### src/rtl/fetch_pipe_ctrl_pkg.sv
// Shared fetch-stage definitions: FSM state encodings plus reset-PC and flush-NOP defaults.
package fetch_pipe_ctrl_pkg;

    typedef enum logic [1:0] {
        FETCH_FILL = 2'd0,
        FETCH_RUN  = 2'd1,
        FETCH_HOLD = 2'd2
    } fetch_state_e;

    localparam int unsigned PC_W_DEF      = 32;
    localparam int unsigned INSTR_W_DEF   = 32;
    localparam logic [31:0] RESET_PC_DEF  = 32'h0000_0000;
    localparam logic [31:0] NOP_INSTR_DEF = 32'h0000_0000;
    localparam logic [15:0] CNT_MAX       = 16'hFFFF;

endpackage

### src/rtl/fetch_pipe_ctrl_pc_reg.sv
// Program counter with sequential increment and ID-stage redirect; a stalled IF/ID
// (ifid_write_i=0) freezes the PC and defers any redirect until the stall clears.
module fetch_pipe_ctrl_pc_reg #(
    parameter int unsigned       PC_W     = 32,
    parameter logic [PC_W-1:0]   RESET_PC = '0
) (
    input  logic            clk_i,
    input  logic            rst_i,
    input  logic            pc_write_i,
    input  logic            ifid_write_i,
    input  logic            branch_taken_i,
    input  logic [PC_W-1:0] branch_target_i,
    output logic [PC_W-1:0] pc_o,
    output logic [PC_W-1:0] pc_plus4_o
);

    logic [PC_W-1:0] pc_q, pc_d;

    assign pc_o       = pc_q;
    assign pc_plus4_o = pc_q + PC_W'(4);

    always_comb begin
        pc_d = pc_q;
        if (ifid_write_i) begin
            if (branch_taken_i) begin
                pc_d = branch_target_i;
            end else if (pc_write_i) begin
                pc_d = pc_plus4_o;
            end
        end
    end

    always_ff @(posedge clk_i or posedge rst_i) begin
        if (rst_i) begin
            pc_q <= RESET_PC;
        end else begin
            pc_q <= pc_d;
        end
    end

endmodule

### src/rtl/fetch_pipe_ctrl.sv
// Fetch-side stall/flush consumer: owns PC (via pc_reg) and the IF/ID register.
// Optional stall/flush statistics counters are built only when STALL_STATS_EN is defined.
//   state | meaning
//   FILL  | first edge after reset release, IF/ID not yet holding a real instruction
//   RUN   | IF/ID loading every edge
//   HOLD  | IF/ID frozen by the hazard unit
module fetch_pipe_ctrl
    import fetch_pipe_ctrl_pkg::*;
#(
    parameter int unsigned          PC_W      = PC_W_DEF,
    parameter int unsigned          INSTR_W   = INSTR_W_DEF,
    parameter logic [PC_W-1:0]      RESET_PC  = PC_W'(RESET_PC_DEF),
    parameter logic [INSTR_W-1:0]   NOP_INSTR = INSTR_W'(NOP_INSTR_DEF)
) (
    input  logic               clk_i,
    input  logic               rst_i,
    input  logic               pc_write_i,
    input  logic               ifid_write_i,
    input  logic               branch_taken_i,
    input  logic [PC_W-1:0]    branch_target_i,
    input  logic [INSTR_W-1:0] imem_rdata_i,
    output logic [PC_W-1:0]    imem_addr_o,
    output logic [INSTR_W-1:0] ifid_instr_o,
    output logic [PC_W-1:0]    ifid_pc4_o,
    output logic               ifid_valid_o,
    output logic [15:0]        stall_cnt_o,
    output logic [15:0]        flush_cnt_o
);

    fetch_state_e       state_q, state_d;
    logic [PC_W-1:0]    pc_plus4;
    logic [INSTR_W-1:0] instr_q, instr_d;
    logic [PC_W-1:0]    pc4_q, pc4_d;
    logic               valid_q, valid_d;

    fetch_pipe_ctrl_pc_reg #(
        .PC_W     (PC_W),
        .RESET_PC (RESET_PC)
    ) u_pc_reg (
        .clk_i           (clk_i),
        .rst_i           (rst_i),
        .pc_write_i      (pc_write_i),
        .ifid_write_i    (ifid_write_i),
        .branch_taken_i  (branch_taken_i),
        .branch_target_i (branch_target_i),
        .pc_o            (imem_addr_o),
        .pc_plus4_o      (pc_plus4)
    );

    always_comb begin
        state_d = state_q;
        unique case (state_q)
            FETCH_FILL: state_d = ifid_write_i ? FETCH_RUN : FETCH_HOLD;
            FETCH_RUN:  if (!ifid_write_i) state_d = FETCH_HOLD;
            FETCH_HOLD: if (ifid_write_i)  state_d = FETCH_RUN;
            default:    state_d = FETCH_FILL;
        endcase
    end

    // A flush keeps the old pc4 so decode still sees a coherent (if invalid) tag.
    always_comb begin
        instr_d = instr_q;
        pc4_d   = pc4_q;
        valid_d = valid_q;
        if (ifid_write_i) begin
            if (branch_taken_i) begin
                instr_d = NOP_INSTR;
                valid_d = 1'b0;
            end else begin
                instr_d = imem_rdata_i;
                pc4_d   = pc_plus4;
                valid_d = 1'b1;
            end
        end
    end

    always_ff @(posedge clk_i or posedge rst_i) begin
        if (rst_i) begin
            state_q <= FETCH_FILL;
            instr_q <= NOP_INSTR;
            pc4_q   <= '0;
            valid_q <= 1'b0;
        end else begin
            state_q <= state_d;
            instr_q <= instr_d;
            pc4_q   <= pc4_d;
            valid_q <= valid_d;
        end
    end

    assign ifid_instr_o = instr_q;
    assign ifid_pc4_o   = pc4_q;
    assign ifid_valid_o = valid_q;

`ifdef STALL_STATS_EN
    logic [15:0] stall_cnt_q, stall_cnt_d;
    logic [15:0] flush_cnt_q, flush_cnt_d;

    always_comb begin
        stall_cnt_d = stall_cnt_q;
        flush_cnt_d = flush_cnt_q;
        if (!ifid_write_i && stall_cnt_q != CNT_MAX) begin
            stall_cnt_d = stall_cnt_q + 16'd1;
        end
        if (ifid_write_i && branch_taken_i && flush_cnt_q != CNT_MAX) begin
            flush_cnt_d = flush_cnt_q + 16'd1;
        end
    end

    always_ff @(posedge clk_i or posedge rst_i) begin
        if (rst_i) begin
            stall_cnt_q <= '0;
            flush_cnt_q <= '0;
        end else begin
            stall_cnt_q <= stall_cnt_d;
            flush_cnt_q <= flush_cnt_d;
        end
    end

    assign stall_cnt_o = stall_cnt_q;
    assign flush_cnt_o = flush_cnt_q;
`else
    assign stall_cnt_o = '0;
    assign flush_cnt_o = '0;
`endif

endmodule

### config.mk
export PLATFORM = sky130hd
export DESIGN_NAME = fetch_pipe_ctrl
export DESIGN_NICKNAME = d
export VERILOG_FILES = /design/src/rtl/fetch_pipe_ctrl_pkg.sv /design/src/rtl/fetch_pipe_ctrl_pc_reg.sv /design/src/rtl/fetch_pipe_ctrl.sv
export SDC_FILE = /design/constraint.sdc
export NUM_CORES = 1
export LEC_CHECK = 0
export ABC_AREA = 0
export CAP_MARGIN = 20
export CORE_ASPECT_RATIO = 0.8
export CORE_MARGIN = 1.5
export CORE_UTILIZATION = 41
export CTS_CLUSTER_SIZE = 10
export DETAILED_ROUTE_END_ITERATION = 6
export GPL_ROUTABILITY_DRIVEN = 1
export PLACE_DENSITY = 0.87
export SLEW_MARGIN = 20
export SYNTH_ARGS = -nofsm -noshare
export SYNTH_HDL_FRONTEND = slang
export SYNTH_HIERARCHICAL = 1
export SYNTH_SLANG_ARGS = --single-unit
### constraint.sdc
create_clock -name clk_i -period 2.1 [get_ports clk_i]
set_input_delay 0.315 -clock clk_i [delete_from_list [all_inputs] [get_ports clk_i]]
set_output_delay 0.315 -clock clk_i [all_outputs]
set_load 0.01 [all_outputs]
==> results of run 1 <==
[kinds of logic after synthesis]
kind of cell	count (synthesis)	synth area share (%)
and+or+nand+nor	135	14.2
AOI/OAI and AO/OA	107	15.1
DFF	97	46.1
buffers and inverters	86	10.0
muxes	37	9.84
xor gates and xnor gates	27	4.49
adders and majority gates	1	0.238
other	1	0.0712
[layout make-up]
| type | count | area [um2] |
|---|---|---|
| sequential | 97 | 2430 |
| clock inverter | 6 | 67.6 |
| multi-input combinational | 339 | 2450 |
| timing repair buffer | 208 | 2020 |
| tap | 171 | 214 |
| clock buffer | 9 | 225 |
| inverter | 15 | 56.3 |
| fill | 1026 | 4880 |
[repair_timing]
| action | CTS | global route |
|---|---|---|
| hold buffers | 0 | 0 |
| resized for setup | 0 | 4 |
| setup endpoints to repair | 0 | 5 |
| setup buffers | 0 | 0 |
[where the power goes]
part           total (W)  switching, W  leakage, nW  internal [W]
clock            0.00165      0.000728        0.138      0.000923
combinational    0.00201      0.000840         1.85       0.00117
sequential       0.00247      0.000288         1.16       0.00218
total            0.00613       0.00186         3.15       0.00427
[cell usage in the layout, fill, tap and decap left out, types with 4 or more instances in the layout]
master | netlist | final
a21oi_1 | 11 | 11
a22o_1 | 32 | 32
a31oi_1 | 11 | 11
and2_1 | 4 | 4
and3_1 | 8 | 8
and4_1 | 7 | 6
buf_12 | 2 | 4
buf_4 | 38 | 39
clkbuf_16 | 0 | 9
clkdlybuf4s50_1 | 0 | 164
conb_1 | 1 | 32
dfrtp_1 | 97 | 97
inv_1 | 15 | 14
mux2_2 | 6 | 6
mux2_4 | 28 | 28
nand2_1 | 22 | 22
nand3_1 | 21 | 20
nand4_1 | 13 | 13
nor2_1 | 17 | 17
nor3_1 | 22 | 20
nor4_1 | 5 | 4
o211ai_1 | 11 | 11
o21ai_0 | 12 | 12
o2bb2ai_1 | 5 | 5
o311ai_0 | 6 | 6
or3_1 | 6 | 6
xnor2_1 | 17 | 17
xor2_1 | 10 | 10
[per-layer routing]
| layer | vias to the layer above | global-route usage (%) |
|---|---|---|
| met4 | 0 | 8.49 |
| met3 | 26 | 7.77 |
| met5 | - | 0 |
| met2 | 302 | 35.0 |
| li1 | 2088 | - |
| met1 | 2259 | 30.1 |
[metrics by stage]
stage	hold slack (ns)	cells	area, um2
after global placement	0.471	830	7150
after global routing	0.360	845	7460
after CTS	0.338	845	7450
after detailed placement	0.492	830	7150
after floorplan	0.397	522	5380
final	0.325	845	7460
[worst register-to-register path, cell delays in order, from the launching register on]
cell	delay, ns
dfrtp_1	0.44
ha_1	0.23
and4_2	0.36
nand3_1	0.14
nor3_1	0.40
xor2_1	0.12
mux2_4	0.28
[flip-flops by register name, summed over array words and instances (netlist names)]
signal         flops
ifid_instr_o      32
ifid_pc4_o        32
u_pc_reg/pc_o     32
ifid_valid_o       1
[final timing paths]
check / startpoint / to / slack, ns / depth (start not counted)
min in group clk_i: branch_taken_i / ifid_instr_o[30] / 0.41 / 2
max: u_pc_reg/pc_o[2] / ifid_pc4_o[30] / 0.008 / 6
min: rst_i / ifid_pc4_o[3] / 0.33 / 2
max in group asynchronous: rst_i / ifid_pc4_o[26] / 1.20 / 3
max reg2reg: u_pc_reg/pc_o[2] / ifid_pc4_o[30] / 0.008 / 6
min reg2reg: ifid_instr_o[30] / ifid_instr_o[30] / 0.49 / 1
==> results.cfg, run 1 <==
[drt]
postRouteAntennaNets = 0
highest_layer = met4
wl_met1_um = 6480
dr_total_vias = 4675
wl_per_cell_um = 18.5
wl_met2_um = 7180
firstDrtPassIters = 5
met3_length_um = 1650
viasPerCell = 5.53
wirelength_um = 15600
drt_iter0_drc = 324
drc = 0

[sta]
maxSlewHeadroom_pct = 66.5
fin_ws_ns = 0.00816
fin_tns_setup_ns = 0
slew_viol_final = 0
final.period_utilization_pct = 99.6
min_period_ns = 2.09
skew_ns = 0.00925
worst_pin_slew_ns = 0.496
fmax_ghz = 0.478
setup_violations = 0
final_hold_viol_count = 0

[clock_network]
cts_sinks = 97
clockBufferDepth = 2
numCtsBuffers = 9
h-tree-depth = 3
path_clk_slew_ns = 0.07
cts_tree = built
root_buffer = clkbuf_16
clk_latency_ns = 0.35

[grt]
antenna_found_initial = 0
grt_pass1_wl_um = 24300
grt_pass1_vias = 4610
grt-ovfl-total = 0
grt_start_max_net_pins = 35
grt_use_total_pct = 23.0

[critical_path]
critPathKind = reg -> reg
cp_cell_sequence = ha_1, and4_2, nand3_1, nor3_1, xor2_1, mux2_4
end_kind = flop
slowest_stage = dfrtp_1
critPathArrivalTime_ns = 2.32
crit_buf_inv = 0
crit_required_ns = 2.33
cp-start-kind = flop
path_max_fanout = 6
critPathTopFamily = simple AND/OR/NAND/NOR gates
slowest_delay_ns = 0.44

[power_and_ir_drop]
power.total_w = 0.00613
cellLeakagePower_nw = 3.15
peakVddDrop_v = 0.000457
power_density_nw_per_um2 = 821

[place]
post-dp-hpwl_um = 11700
io_buffers = 165
globalplace.congestion = 0.914
place_worst_setup_slack_ns = 0.0363

[yosys]
synthTopCellsByArea = dfrtp_1 (46%), mux2_4 (8.0%), buf_4 (5.4%), a22o_1 (5.3%), xnor2_1 (2.8%)
ys_types = 57
yosysMostFrequentCell = dfrtp_1
yosys_warnings = 6
synthCells = 491
synthArstFlopShare_pct = 100
synth_area_um2 = 5270
synth_common_cells = dfrtp_1 (97), buf_4 (38), a22o_1 (32)
yosysSeqAreaShare_pct = 46.1
synth.avg_cell_area_um2 = 10.7
synthFlopType = dfrtp_1
ys_seq_elements = 97
synth_area_leader_cell = dfrtp_1
synth_top_area_share_pct = 46.1
synth_edf_count = 0

[layout]
areaGrowthSynthToFinish_pct = 41.7
antenna_cells = 0
nets = 740
layout-drive-gt1-share_pct = 15.7
fin_util_pct = 60.5

[die]
die_area_um2 = 13500
fp.dieW_um = 130
rows = 36
io_pins = 198
start_util_pct = 42.7
design.core.area_um2 = 12300
fp.dieH_um = 104

[status]
status = finished clean

[run]
maxCapViolations = 0

[worst_hold_path]
hold_class = in -> async
Note: power is estimated with default switching activity, not from simulation.
==> run 2: changes to the inputs <==
--- a/config.mk
+++ b/config.mk
@@ -10,7 +10,7 @@
 export CORE_ASPECT_RATIO = 0.8
 export CORE_MARGIN = 1.5
 export CORE_UTILIZATION = 41
-export CTS_CLUSTER_SIZE = 10
+export CTS_CLUSTER_SIZE = 8
 export DETAILED_ROUTE_END_ITERATION = 6
 export GPL_ROUTABILITY_DRIVEN = 1
 export PLACE_DENSITY = 0.87
==> results of run 2 <==
Same layout as run 1: the final DEF is identical, and so are final timing and power.
